## config.mk

```make
export PLATFORM = sky130hd
export DESIGN_NAME = des_key_schedule
export DESIGN_NICKNAME = d
export VERILOG_FILES = /design/src/rtl/des_pkg.sv /design/src/rtl/des_pc2.sv /design/src/rtl/des_key_schedule.sv
export SDC_FILE = /design/constraint.sdc
export NUM_CORES = 1
export LEC_CHECK = 0
export CAP_MARGIN = 20
export CORE_MARGIN = 1
export CORE_UTILIZATION = 50
export CTS_CLUSTER_SIZE = 12
export DETAILED_ROUTE_END_ITERATION = 8
export GPL_TIMING_DRIVEN = 0
export PLACE_DENSITY = 0.9
export SYNTH_ARGS = -nofsm -noshare
export SYNTH_HDL_FRONTEND = slang
export SYNTH_SLANG_ARGS = --single-unit
```

## constraint.sdc

```tcl
create_clock -name i_clk -period 2.9 [get_ports i_clk]
set_input_delay 0.435 -clock i_clk [delete_from_list [all_inputs] [get_ports i_clk]]
set_output_delay 0.435 -clock i_clk [all_outputs]
set_load 0.02 [all_outputs]
```

## src/rtl/des_pkg.sv

```systemverilog
// Shared DES constants: key-schedule permutation tables, rotate schedule and
// the key-schedule state encoding. Table entries use DES 1-based bit numbers.
package des_pkg;

    localparam int NUM_ROUNDS = 16;

    localparam int PC1 [56] = '{
        57, 49, 41, 33, 25, 17,  9,
         1, 58, 50, 42, 34, 26, 18,
        10,  2, 59, 51, 43, 35, 27,
        19, 11,  3, 60, 52, 44, 36,
        63, 55, 47, 39, 31, 23, 15,
         7, 62, 54, 46, 38, 30, 22,
        14,  6, 61, 53, 45, 37, 29,
        21, 13,  5, 28, 20, 12,  4
    };

    localparam int PC2 [48] = '{
        14, 17, 11, 24,  1,  5,
         3, 28, 15,  6, 21, 10,
        23, 19, 12,  4, 26,  8,
        16,  7, 27, 20, 13,  2,
        41, 52, 31, 37, 47, 55,
        30, 40, 51, 45, 33, 48,
        44, 49, 39, 56, 34, 53,
        46, 42, 50, 36, 29, 32
    };

    // Left-rotate amount applied to C and D to reach round 1..16.
    localparam logic [1:0] SHIFT [NUM_ROUNDS] = '{
        2'd1, 2'd1, 2'd2, 2'd2, 2'd2, 2'd2, 2'd2, 2'd2,
        2'd1, 2'd2, 2'd2, 2'd2, 2'd2, 2'd2, 2'd2, 2'd1
    };

    typedef enum logic {
        IDLE = 1'b0,
        EMIT = 1'b1
    } state_e;

endpackage

```

## src/rtl/des_pc2.sv

```systemverilog
// DES Permuted Choice 2: compresses the 56-bit C/D pair to a 48-bit subkey.
// Bit 55 of i_cd is C bit 1; bit 47 of o_subkey is PC-2 output bit 1.
module des_pc2
    import des_pkg::*;
(
    input  logic [55:0] i_cd,
    output logic [47:0] o_subkey
);

    for (genvar g = 0; g < 48; g++) begin : g_pc2
        assign o_subkey[47-g] = i_cd[56-PC2[g]];
    end

    // DES bits 9,18,22,25,35,38,43,54 are dropped by PC-2.
    logic w_unused_dropped;
    assign w_unused_dropped = ^{i_cd[47], i_cd[38], i_cd[34], i_cd[31],
                                i_cd[21], i_cd[18], i_cd[13], i_cd[2]};

endmodule

```

## src/rtl/des_key_schedule.sv

```systemverilog
// DES subkey generator: emits K1..K16 (or K16..K1) one per valid/ready
// transfer, holding each subkey until the downstream round logic accepts it.
module des_key_schedule
    import des_pkg::*;
(
    input  logic        i_clk,
    input  logic        i_rst_n,
    input  logic        i_start,
    input  logic        i_decrypt,
    input  logic [63:0] i_key_in,
    output logic        o_ready,
    output logic [47:0] o_subkey,
    output logic        o_subkey_valid,
    input  logic        i_subkey_ready,
    output logic [3:0]  o_round_idx,
    output logic        o_done
);

    state_e      r_state;
    logic [27:0] r_c;
    logic [27:0] r_d;
    logic [47:0] r_subkey;
    logic [3:0]  r_idx;
    logic        r_decrypt;
    logic        r_done;

    logic [55:0] w_pc1;
    logic [27:0] w_pc1_c;
    logic [27:0] w_pc1_d;
    logic        w_two;
    logic [27:0] w_c_rot;
    logic [27:0] w_d_rot;
    logic [27:0] w_c_next;
    logic [27:0] w_d_next;
    logic [47:0] w_subkey_next;
    logic        w_load;
    logic        w_xfer;

    for (genvar g = 0; g < 56; g++) begin : g_pc1
        assign w_pc1[55-g] = i_key_in[64-PC1[g]];
    end
    assign w_pc1_c = w_pc1[55:28];
    assign w_pc1_d = w_pc1[27:0];

    // Parity bits (DES bits 8,16,..,64) play no part in the schedule.
    logic w_unused_parity;
    assign w_unused_parity = ^{i_key_in[56], i_key_in[48], i_key_in[40], i_key_in[32],
                               i_key_in[24], i_key_in[16], i_key_in[8],  i_key_in[0]};

    // Encrypt moves C_i -> C_(i+1) by SHIFT of round i+1; decrypt undoes the
    // shift that produced the current round, walking back from C16 = C0.
    always_comb begin
        w_two = 1'b0;
        if (r_decrypt)
            w_two = (SHIFT[4'd15 - r_idx] == 2'd2);
        else
            w_two = (SHIFT[r_idx + 4'd1] == 2'd2);
    end

    always_comb begin
        w_c_rot = r_c;
        w_d_rot = r_d;
        case ({r_decrypt, w_two})
            2'b00: begin
                w_c_rot = {r_c[26:0], r_c[27]};
                w_d_rot = {r_d[26:0], r_d[27]};
            end
            2'b01: begin
                w_c_rot = {r_c[25:0], r_c[27:26]};
                w_d_rot = {r_d[25:0], r_d[27:26]};
            end
            2'b10: begin
                w_c_rot = {r_c[0], r_c[27:1]};
                w_d_rot = {r_d[0], r_d[27:1]};
            end
            default: begin
                w_c_rot = {r_c[1:0], r_c[27:2]};
                w_d_rot = {r_d[1:0], r_d[27:2]};
            end
        endcase
    end

    assign w_load = (r_state == IDLE) && i_start;
    assign w_xfer = (r_state == EMIT) && i_subkey_ready;

    always_comb begin
        w_c_next = w_c_rot;
        w_d_next = w_d_rot;
        if (r_state == IDLE) begin
            if (i_decrypt) begin
                w_c_next = w_pc1_c;
                w_d_next = w_pc1_d;
            end else begin
                w_c_next = {w_pc1_c[26:0], w_pc1_c[27]};
                w_d_next = {w_pc1_d[26:0], w_pc1_d[27]};
            end
        end
    end

    des_pc2 u_pc2 (
        .i_cd     ({w_c_next, w_d_next}),
        .o_subkey (w_subkey_next)
    );

    always_ff @(posedge i_clk) begin
        if (!i_rst_n) begin
            r_state   <= IDLE;
            r_c       <= '0;
            r_d       <= '0;
            r_subkey  <= '0;
            r_idx     <= '0;
            r_decrypt <= 1'b0;
            r_done    <= 1'b0;
        end else begin
            r_done <= 1'b0;
            if (w_load) begin
                r_state   <= EMIT;
                r_decrypt <= i_decrypt;
                r_c       <= w_c_next;
                r_d       <= w_d_next;
                r_subkey  <= w_subkey_next;
                r_idx     <= '0;
            end else if (w_xfer) begin
                if (r_idx == 4'(NUM_ROUNDS - 1)) begin
                    r_state <= IDLE;
                    r_done  <= 1'b1;
                end else begin
                    r_idx    <= r_idx + 4'd1;
                    r_c      <= w_c_next;
                    r_d      <= w_d_next;
                    r_subkey <= w_subkey_next;
                end
            end
        end
    end

    assign o_ready        = (r_state == IDLE);
    assign o_subkey_valid = (r_state == EMIT);
    assign o_subkey       = r_subkey;
    assign o_round_idx    = r_idx;
    assign o_done         = r_done;

endmodule

```

==> impl_metrics.csv, run 1 <==
group,metric,value,unit
cells_and_area,layout.area.seq,1260,um^2
placed_design,gp_congestion,1.02,
hold_path,holdPathStages,2,
clock_network,setup_buffers_after_cts,0,
synth,synth.yosys.warnings,0,
timing,clock-skew-final,0.00686,ns
detailed_routing,antenna_violating_nets_post_route,0,
detailed_routing,vias_after_detailed_routing,6801,
critical_path,worst-setup-path-type,"flip-flop to flip-flop",
placed_design,dp_hpwl,14600,um
critical_path,critPathRequiredTime,3.15,ns
clock_network,worst_skew_pair.late_latency,0.34,ns
timing,relSlewSlack,0.373,
clock_network,cts_repair_resize_count,0,
timing,finalSetupViolations,0,
detailed_routing,wl_per_cell,20.9,um
hold_path,timing.hold.worst.class,"flip-flop to flip-flop",
synth,dominantRegCellSynth,"sky130_fd_sc_hd__dfxtp_1",
critical_path,critical_path.startpoint_type,"flip-flop",
power_and_ir_drop,power,3.32,mW
clock_network,cts_inserted_buffers,9,
grt,grt_max_degree,11,
critical_path,timing.reg2reg.worst_path_depth,8,
detailed_routing,route.detailed.drc,1,
timing,worst_pin_slew,0.940,ns
power_and_ir_drop,max-vdd-ir-drop,351,uV
synth,synth_edf_count,0,
synth,synth_top_cell_by_area,"sky130_fd_sc_hd__dfxtp_1",
clock_network,cts_htree_levels,3,
detailed_routing,postRouteWirelength,21300,um
synth,async_flop_share,0,
timing,grt_setup_unrepaired,"no",
detailed_routing,vias_per_cell,6.69,
synth,synth.top_cells.by_area,"sky130_fd_sc_hd__dfxtp_1 (22%), sky130_fd_sc_hd__mux2i_1 (14%), sky130_fd_sc_hd__a21oi_1 (9.6%)",
clock_network,clkSinkCount,63,
critical_path,reg2reg_setup_slack,0.25,ns
run,drv.max_cap_violation_count,0,
power_and_ir_drop,power.static_leakage,2.79,nW
floorplanning,chipHeight,109,um
floorplanning,core_area,11000,um^2
placed_design,minimum_setup_slack_after_placement,0.310,ns
critical_path,reg2reg_to,"r_c[3]$_SDFFE_PN0P_",
detailed_routing,dr.first_iter.drc_count,982,
timing,layout_setup_ws,0.253,ns
floorplanning,io-pin-count,124,
timing,final.setup.tns,0,ns
critical_path,critical_path_peak_fanout,10,
timing,slew_violations,0,
grt,antenna_violations_before_repair,0,
status,violations,"DRC",
floorplanning,die_area,11900,um^2
synth,postSynthNetCount,824,
cells_and_area,nets,948,
synth,synth_cell_types,53,
floorplanning,floorplan.initialDensity,0.522,
synth,yosys.cell_count.top_type,"sky130_fd_sc_hd__a21oi_1",
critical_path,cp-endpoint,"r_c[3]$_SDFFE_PN0P_",
synth,synth_area,5730,um^2
clock_network,clkSlewWorstSetupHoldPaths,0.06,ns
grt,grt.overflow.total,0,
clock_network,post_cts_hold_buffer_count,0,
placed_design,place_area,7040,um^2
clock_network,cts_tree,"done",
cells_and_area,final_layout_size_suffix_gt1_frac,0.114,
critical_path,worst_setup_path_end_kind,"flip-flop",
synth,synth.yosys.seq_area_share,0.220,
synth,synth.top_cell.area_share,0.220,
timing,clock.fmax,378,MHz
status,run_status,"finished, violations left",
cells_and_area,multi_input_area,3740,um^2
clock_network,cts-root-buf,"sky130_fd_sc_hd__clkbuf_16",
timing,tcrit_tclk_final,0.913,
floorplanning,die-width,109,um
detailed_routing,drtPass1Iterations,9,
clock_network,clockBufferDepth,2,
cells_and_area,finish.instance_area,7340,um^2
cells_and_area,fillers,919,
cells_and_area,antennaDiodeCount,0,
synth,avgSynthCellArea,7.65,um^2
grt,grt_first_pass_wirelength,33300,um
synth,cell_types_with_the_highest_counts_after_synthesis,"sky130_fd_sc_hd__a21oi_1 (110), sky130_fd_sc_hd__mux2i_1 (80), sky130_fd_sc_hd__nand2_1 (78)",
critical_path,critical_path.reg2reg.startpoint,"o_round_idx[1]$_SDFFE_PP0P_",
critical_path,arrival_time_of_the_worst_setup_path,2.89,ns
placed_design,port_buffers,113,
grt,vias_in_the_first_global_route,6243,
timing,finalWorstPathRequiredPeriod,2.65,ns
cells_and_area,syn2layout_area_growth,28.0,%
floorplanning,floorplan.rows,38,
critical_path,timing.critical_path.from,"o_round_idx[1]$_SDFFE_PP0P_",
grt,global_route.usage.total,0.365,
synth,total_of_flip_flops_plus_latches_after_synthesis,63,
timing,finalHoldViolations,0,
power_and_ir_drop,pwrdens,452,nW/um^2
synth,synthCells,749,
cells by family (layout without fill, tap and decap cells):
family          count (synthesis)  after routing  synth area share
compound gates                297            297             0.354
simple gates                  176            176             0.139
xor+xnor                        2              2           0.00306
fa+ha+maj                       6              6            0.0131
buf+inv                       123            251             0.127
flops                          63             63             0.220
mux                            82             82             0.144
registers in the layout, summed over array words and instances, names as in the netlist:
name and flops:
o_subkey 2, o_done 1, o_subkey_valid 1, r_c 27, r_decrypt 1, o_round_idx 4, r_d 27
where the power goes:
group	internal (mW)	total, mW	switching (mW)
Combinational	0.507	1.09	0.579
Clock	0.704	1.13	0.430
Sequential	0.943	1.10	0.154
Total	2.15	3.32	1.16
layer usage:
layer  part of all wire  global-route usage  vias up
li1                   -                   -     3021
met3               0.14              0.0897      119
met4              0.047               0.185        0
met5                  0                   0        -
met1               0.38               0.486     3014
met2               0.44               0.542      647
worst min path at each step:
| stage | start | to | slack [ns] |
|---|---|---|---|
| after global placement | r_d[13]$_SDFFE_PN0P_ | r_d[12]$_SDFFE_PN0P_ | 0.58 |
| after floorplan | r_d[3]$_SDFFE_PN0P_ | r_d[1]$_SDFFE_PN0P_ | 0.53 |
| after CTS | r_d[2]$_SDFFE_PN0P_ | r_d[1]$_SDFFE_PN0P_ | 0.60 |
| final | r_d[13]$_SDFFE_PN0P_ | r_d[12]$_SDFFE_PN0P_ | 0.63 |
| after global routing | r_d[13]$_SDFFE_PN0P_ | r_d[12]$_SDFFE_PN0P_ | 0.63 |
| after detailed placement | r_d[2]$_SDFFE_PN0P_ | r_d[1]$_SDFFE_PN0P_ | 0.59 |
final cells by class:
type                            instances  share of cell area
Sequential cell                        63               0.172
Multi-Input combinational cell        563               0.510
Tap cell                              140              0.0239
Clock inverter                          4             0.00614
Buffer                                120              0.0975
Inverter                                3             0.00153
Clock buffer                           11              0.0344
Timing Repair Buffer                  113               0.154
per-stage QoR:
step / instances / util / hold WS (ns)
after CTS: 1017 / 0.668 / 0.600
after floorplan: 749 / - / 0.529
final: 1017 / 0.668 / 0.626
after global placement: 1002 / 0.641 / 0.580
after detailed placement: 1002 / 0.641 / 0.589
after global routing: 1017 / 0.668 / 0.626
worst max-delay path, stage by stage, from the launching register on:
cell	delay, ns
sky130_fd_sc_hd__dfxtp_1	0.48
sky130_fd_sc_hd__ha_1	0.24
sky130_fd_sc_hd__and3_1	0.26
sky130_fd_sc_hd__nor2_1	0.16
sky130_fd_sc_hd__nor2_1	0.52
sky130_fd_sc_hd__clkbuf_1	0.52
sky130_fd_sc_hd__o2bb2ai_1	0.18
sky130_fd_sc_hd__a21oi_1	0.09
sky130_fd_sc_hd__o31ai_1	0.10
layout by cell type (no fill, tap or decap), types with 3 or more instances in the layout:
master	n
sky130_fd_sc_hd__clkbuf_16	9
sky130_fd_sc_hd__o2bb2ai_1	31
sky130_fd_sc_hd__nor2b_1	9
sky130_fd_sc_hd__o41ai_1	5
sky130_fd_sc_hd__buf_6	6
sky130_fd_sc_hd__clkdlybuf4s50_1	113
sky130_fd_sc_hd__clkinv_2	3
sky130_fd_sc_hd__nand2_1	78
sky130_fd_sc_hd__buf_1	8
sky130_fd_sc_hd__o21ai_1	3
sky130_fd_sc_hd__nor2_1	43
sky130_fd_sc_hd__a211oi_1	25
sky130_fd_sc_hd__clkbuf_1	40
sky130_fd_sc_hd__buf_2	16
sky130_fd_sc_hd__a31o_2	4
sky130_fd_sc_hd__and2_1	3
sky130_fd_sc_hd__dfxtp_1	63
sky130_fd_sc_hd__nand3_1	27
sky130_fd_sc_hd__ha_1	6
sky130_fd_sc_hd__buf_4	49
sky130_fd_sc_hd__o211ai_1	24
sky130_fd_sc_hd__a21oi_1	110
sky130_fd_sc_hd__a22oi_1	30
sky130_fd_sc_hd__nor3_1	3
sky130_fd_sc_hd__o31ai_1	48
sky130_fd_sc_hd__mux2i_1	80
Note: power is estimated with default switching activity, not from simulation.
==> inputs of run 2 (changes only) <==
==> constraint.sdc (replaced) <==
create_clock -name i_clk -period 2.6 [get_ports i_clk]
set_input_delay 0.39 -clock i_clk [delete_from_list [all_inputs] [get_ports i_clk]]
set_output_delay 0.39 -clock i_clk [all_outputs]
set_load 0.02 [all_outputs]
==> run 2 against run 1 <==
  * Clock skew is 0.0017 ns higher
  * Critical endpoint is now r_c[11]$_SDFFE_PN0P_
  * Largest cell class unchanged
  * Largest power group unchanged
  * Register-to-register slack worse by 0.12 ns
  * First-iteration DRC count is 12% higher
  * Global-route usage stayed put
  * The flow now finishes without violations
  * Routed wire length is 0.58% higher
  * Cell count stayed put
  * Critical path depth is 1 higher
==> impl_metrics.csv, run 2 (synthesized netlist as in run 1, its figures left out) <==
group,metric,value,unit
timing,finalWorstPathRequiredPeriod,2.47,ns
clock_network,clkSinkCount,63,
power_and_ir_drop,net-switching-power,1.29,mW
timing,finalSetupViolations,0,
power_and_ir_drop,pwr-share-comb,0.329,
placed_design,gp_congestion,1.02,
timing,final.setup.tns,0,ns
floorplanning,die_area,11900,um^2
timing,relSlewSlack,0.391,
cells_and_area,finish.instance_area,7350,um^2
detailed_routing,dr.first_iter.drc_count,1099,
grt,grt_first_pass_wirelength,33300,um
hold_path,timing.hold.worst.class,"flip-flop to flip-flop",
detailed_routing,drtPass1Iterations,6,
floorplanning,chipHeight,109,um
critical_path,critical_path.reg2reg.startpoint,"o_round_idx[0]$_SDFFE_PP0P_",
power_and_ir_drop,power.static_leakage,2.81,nW
floorplanning,core_area,11000,um^2
floorplanning,floorplan.rows,38,
detailed_routing,vias_per_cell,6.71,
timing,worst_pin_slew,0.913,ns
grt,grt.overflow.total,0,
clock_network,cts_tree,"done",
cells_and_area,nets,948,
critical_path,arrival_time_of_the_worst_setup_path,2.73,ns
detailed_routing,route.detailed.drc,0,
critical_path,critPathRequiredTime,2.86,ns
cells_and_area,layout.cells.most_common,"sky130_fd_sc_hd__clkdlybuf4s50_1",
clock_network,setup_buffers_after_cts,0,
detailed_routing,postRouteWirelength,21400,um
timing,slew_violations,0,
power_and_ir_drop,pwrdens,503,nW/um^2
cells_and_area,antennaDiodeCount,0,
critical_path,timing.reg2reg.worst_path_depth,9,
clock_network,clockBufferDepth,2,
power_and_ir_drop,power_report.internal_total,2.40,mW
floorplanning,floorplan.initialDensity,0.522,
grt,global_route.usage.total,0.365,
power_and_ir_drop,seq_power_share,0.331,
clock_network,post_cts_hold_buffer_count,0,
power_and_ir_drop,max-vdd-ir-drop,393,uV
cells_and_area,final_layout_size_suffix_gt1_frac,0.124,
timing,grt_setup_unrepaired,"no",
status,run_status,"completed",
placed_design,minimum_setup_slack_after_placement,0.0555,ns
run,drv.max_cap_violation_count,0,
grt,antenna_violations_before_repair,0,
timing,finalHoldViolations,0,
hold_path,hold_start,"o_round_idx[0]$_SDFFE_PP0P_",
grt,grt_max_degree,11,
grt,vias_in_the_first_global_route,6243,
critical_path,timing.critical_path.from,"o_round_idx[0]$_SDFFE_PP0P_",
critical_path,worst_setup_path_end_kind,"flip-flop",
clock_network,worst_skew_pair.late_latency,0.34,ns
cells_and_area,syn2layout_area_growth,28.3,%
critical_path,critical_path_peak_fanout,10,
cells_and_area,layout_common_cells,"sky130_fd_sc_hd__clkdlybuf4s50_1 (113), sky130_fd_sc_hd__a21oi_1 (110), sky130_fd_sc_hd__mux2i_1 (80)",
timing,layout_setup_ws,0.135,ns
placed_design,port_buffers,113,
timing,clock.fmax,406,MHz
clock_network,cts-root-buf,"sky130_fd_sc_hd__clkbuf_16",
timing,clock-skew-final,0.00851,ns
clock_network,cts_htree_levels,3,
hold_path,holdPathStages,2,
critical_path,worst-setup-path-type,"flip-flop to flip-flop",
detailed_routing,antenna_violating_nets_post_route,0,
detailed_routing,vias_after_detailed_routing,6827,
clock_network,cts_inserted_buffers,9,
placed_design,dp_hpwl,14600,um
critical_path,critical_path.startpoint_type,"flip-flop",
power_and_ir_drop,swShare,0.350,
floorplanning,die-width,109,um
clock_network,clkSlewWorstSetupHoldPaths,0.06,ns
floorplanning,io-pin-count,124,
power_and_ir_drop,power.share.clock,0.340,
timing,tcrit_tclk_final,0.948,
detailed_routing,wl_per_cell,21.1,um
placed_design,place_area,7040,um^2
## run 2: cell count changes in the layout (fill, tap and decap cells not counted), sizes merged
cell,previous run,this run
buf,80,76
clkbuf,51,55
## run 2: final timing paths
check,to,slack (ns)
setup reg to reg,r_c[11]$_SDFFE_PN0P_,0.13
hold / removal,o_round_idx[0]$_SDFFE_PP0P_,0.58
hold reg to reg,o_round_idx[0]$_SDFFE_PP0P_,0.58
setup / recovery,r_c[11]$_SDFFE_PN0P_,0.13
## run 2: area by class of cell
cell class | instances | area, um^2
plain buffers | 120 | 727
clock buffers | 11 | 253
clock inverters | 4 | 45.0
fillers | 925 | 3630
inverters | 3 | 11.3
multi-input cells | 563 | 3750
flip-flops and latches | 63 | 1260
well taps | 140 | 175
repair buffers | 113 | 1130
## run 2: metrics by stage
step           total power, mW  instances  hold slack [ns]   util
6_report                  3.70       1017            0.579  0.670
5_1_grt                   3.81       1017            0.626  0.670
4_1_cts                   3.63       1017            0.600  0.668
3_5_place_dp              2.40       1002            0.589  0.641
3_3_place_gp              2.39       1002            0.580  0.641
2_1_floorplan             1.94        749            0.529      -
## run 2: critical path, cell delays in order (launching register included)
cell and delay (ns):
sky130_fd_sc_hd__dfxtp_2 0.39, sky130_fd_sc_hd__inv_1 0.12, sky130_fd_sc_hd__ha_1 0.22, sky130_fd_sc_hd__or3b_1 0.38
sky130_fd_sc_hd__a21oi_1 0.18, sky130_fd_sc_hd__nor3_1 0.12, sky130_fd_sc_hd__nor3_4 0.33, sky130_fd_sc_hd__buf_2 0.33
sky130_fd_sc_hd__a22oi_1 0.13, sky130_fd_sc_hd__a21oi_1 0.19
## run 2: what timing repair did
item	4_1_cts	5_1_grt
endpoints found under the hold margin	0	0
endpoints found under the setup margin	0	50
resized for setup	0	14
## run 2: per-layer routing
metal	wire [um]	track usage	share of wire
met1	8170	0.486	0.38
met2	9320	0.542	0.44
met5	0	0	0
met4	984	0.185	0.046
met3	2940	0.0897	0.14
## run 2: power by group through the flow
stage | logic, mW | registers (mW) | clock network (mW)
floorplan | 0.763 | 1.17 | 0
detailed placement | 1.17 | 1.23 | 0
finish | 1.22 | 1.22 | 1.26
CTS | 1.18 | 1.21 | 1.24
global route | 1.29 | 1.23 | 1.29
global placement | 1.16 | 1.23 | 0
==> inputs of run 3 (changes only) <==
--- a/config.mk
+++ b/config.mk
@@ -15,3 +15,4 @@
 export SYNTH_ARGS = -nofsm -noshare
 export SYNTH_HDL_FRONTEND = slang
 export SYNTH_SLANG_ARGS = --single-unit
+export TNS_END_PERCENT = 5
==> run 3 against run 2 <==
  * Critical path depth is 1 higher
  * Clock power barely moved
  * Hold slack about the same
  * Core utilization unchanged
  * Sequential share of layout area did not move
  * Non-clock buffer count unchanged
  * Clock skew rose by 0.0010 ns
  * Maximum frequency is 0.94% higher
  * Largest cell class unchanged
  * Highest routed layer unchanged
==> impl_metrics.csv, run 3 (synthesized netlist as in run 1, its figures left out) <==
group,metric,value,unit
hold_path,timing.hold.worst.class,"flip-flop to flip-flop",
placed_design,dp_cells,1002,
grt,global_route.usage.total,0.365,
detailed_routing,vias_per_cell,6.70,
timing,worst_pin_slew,0.916,ns
timing,clock.fmax,409,MHz
cells_and_area,multi_input_area,3750,um^2
timing,final.setup.tns,0,ns
grt,grt_max_degree,11,
placed_design,place_area,7040,um^2
cells_and_area,layout.area.seq,1260,um^2
clock_network,cts_htree_levels,3,
power_and_ir_drop,power.static_leakage,2.81,nW
grt,grt_first_pass_wirelength,33300,um
placed_design,dp_hpwl,14600,um
cells_and_area,syn2layout_area_growth,28.3,%
detailed_routing,vias_after_detailed_routing,6810,
critical_path,timing.critical_path.slowest_stage_cell,"sky130_fd_sc_hd__dfxtp_2",
timing,finalWorstPathRequiredPeriod,2.44,ns
power_and_ir_drop,pwrdens,503,nW/um^2
timing,clock-skew-final,0.00951,ns
hold_path,holdPathStages,2,
floorplanning,floorplan.initialDensity,0.522,
floorplanning,floorplan.rows,38,
clock_network,clkSlewWorstSetupHoldPaths,0.06,ns
status,run_status,"completed",
timing,finalSetupViolations,0,
critical_path,reg2reg_setup_slack,0.16,ns
floorplanning,io-pin-count,124,
critical_path,max_stage_delay,0.39,ns
floorplanning,chipHeight,109,um
cells_and_area,final_layout_size_suffix_gt1_frac,0.124,
critical_path,worst_setup_path_end_kind,"flip-flop",
power_and_ir_drop,max-vdd-ir-drop,394,uV
clock_network,cts-root-buf,"sky130_fd_sc_hd__clkbuf_16",
critical_path,worst-setup-path-type,"flip-flop to flip-flop",
floorplanning,die_area,11900,um^2
grt,grt.overflow.total,0,
detailed_routing,wl_per_cell,21.0,um
critical_path,critPathRequiredTime,2.82,ns
critical_path,arrival_time_of_the_worst_setup_path,2.66,ns
cells_and_area,layout.cells.non_filler,1017,
detailed_routing,route.detailed.drc,0,
critical_path,critical_path_peak_fanout,10,
grt,antenna_violations_before_repair,0,
timing,slew_violations,0,
detailed_routing,drtPass1Iterations,7,
run,drv.max_cap_violation_count,0,
cells_and_area,antennaDiodeCount,0,
cells_and_area,post-route-util,0.670,
detailed_routing,antenna_violating_nets_post_route,0,
placed_design,gp_congestion,1.02,
detailed_routing,postRouteWirelength,21300,um
clock_network,clockBufferDepth,2,
critical_path,critical_path.startpoint_type,"flip-flop",
placed_design,port_buffers,113,
critical_path,critical_path.cell_chain,"inv_1 -> ha_1 -> or3b_1 -> a21oi_1 -> or3_1 -> buf_6 -> nand2_8 -> buf_12 -> mux2i_1 -> a221o_1",
floorplanning,core_area,11000,um^2
grt,vias_in_the_first_global_route,6243,
cells_and_area,fillers,924,
critical_path,timing.reg2reg.worst_path_depth,10,
detailed_routing,dr.first_iter.drc_count,1108,
clock_network,clkSinkCount,63,
cells_and_area,nets,948,
floorplanning,die-width,109,um
timing,finalHoldViolations,0,
cells_and_area,layout_common_cells,"sky130_fd_sc_hd__clkdlybuf4s50_1 (113), sky130_fd_sc_hd__a21oi_1 (110), sky130_fd_sc_hd__mux2i_1 (80)",
timing,grt_setup_unrepaired,"no",
timing,relSlewSlack,0.389,
cells_and_area,finish.instance_area,7350,um^2
timing,tcrit_tclk_final,0.939,
clock_network,cts_tree,"done",
clock_network,cts_inserted_buffers,9,
cells_and_area,layout.cells.most_common,"sky130_fd_sc_hd__clkdlybuf4s50_1",
clock_network,worst_skew_pair.late_latency,0.34,ns
## run 3: final timing paths
kind | startpoint | to
worst min-delay path | o_round_idx[0]$_SDFFE_PP0P_ | o_round_idx[0]$_SDFFE_PP0P_
worst max register to register | o_round_idx[0]$_SDFFE_PP0P_ | r_d[15]$_SDFFE_PN0P_
worst min register to register | o_round_idx[0]$_SDFFE_PP0P_ | o_round_idx[0]$_SDFFE_PP0P_
worst max-delay path | o_round_idx[0]$_SDFFE_PP0P_ | r_d[15]$_SDFFE_PN0P_
## run 3: worst max-delay path, delay by kind of cell (launching register included)
| family | cells | cell delay (ns) |
|---|---|---|
| simple gates | 3 | 0.61 |
| compound gates | 2 | 0.50 |
| buf+inv | 3 | 0.46 |
| flops | 1 | 0.39 |
| fa+ha+maj | 1 | 0.22 |
| mux | 1 | 0.15 |
## run 3: routing by layer
metal | vias up | track usage | wire length (um)
li1 | 3020 | - | -
met1 | 3044 | 0.486 | 8170
met2 | 623 | 0.542 | 9160
met3 | 123 | 0.0897 | 2910
met4 | 0 | 0.185 | 1070
met5 | - | 0 | 0
## run 3: what timing repair did
| item | in CTS | in global routing |
|---|---|---|
| hold buffers | 0 | 0 |
| buffers inserted | 0 | 0 |
| setup endpoints to repair | 0 | 50 |
| resized for setup | 0 | 15 |
| hold endpoints to repair | 0 | 0 |
## run 3: per-stage QoR
stage	power (mW)	setup slack (ns)	hold WS, ns
final	3.70	0.158	0.579
after global routing	3.81	0.0608	0.626
after CTS	3.63	0.0237	0.600
after detailed placement	2.40	0.0555	0.589
after global placement	2.39	0.0754	0.580
after floorplan	1.94	0.164	0.529
## run 3: power by group
group / total, mW / switching, mW / leakage [nW] / internal [mW]
clock: 1.26 / 0.474 / 0.151 / 0.785
sequential: 1.22 / 0.171 / 0.519 / 1.05
combinational: 1.22 / 0.647 / 2.14 / 0.568
total: 3.70 / 1.29 / 2.81 / 2.40
## run 3: area by class of cell
| class | instances | area share |
|---|---|---|
| multi-input combinational | 563 | 0.510 |
| sequential | 63 | 0.172 |
| timing repair buffer | 113 | 0.154 |
| buffer | 120 | 0.0988 |
| clock buffer | 11 | 0.0344 |
| tap | 140 | 0.0238 |
| clock inverter | 4 | 0.00612 |
| inverter | 3 | 0.00153 |
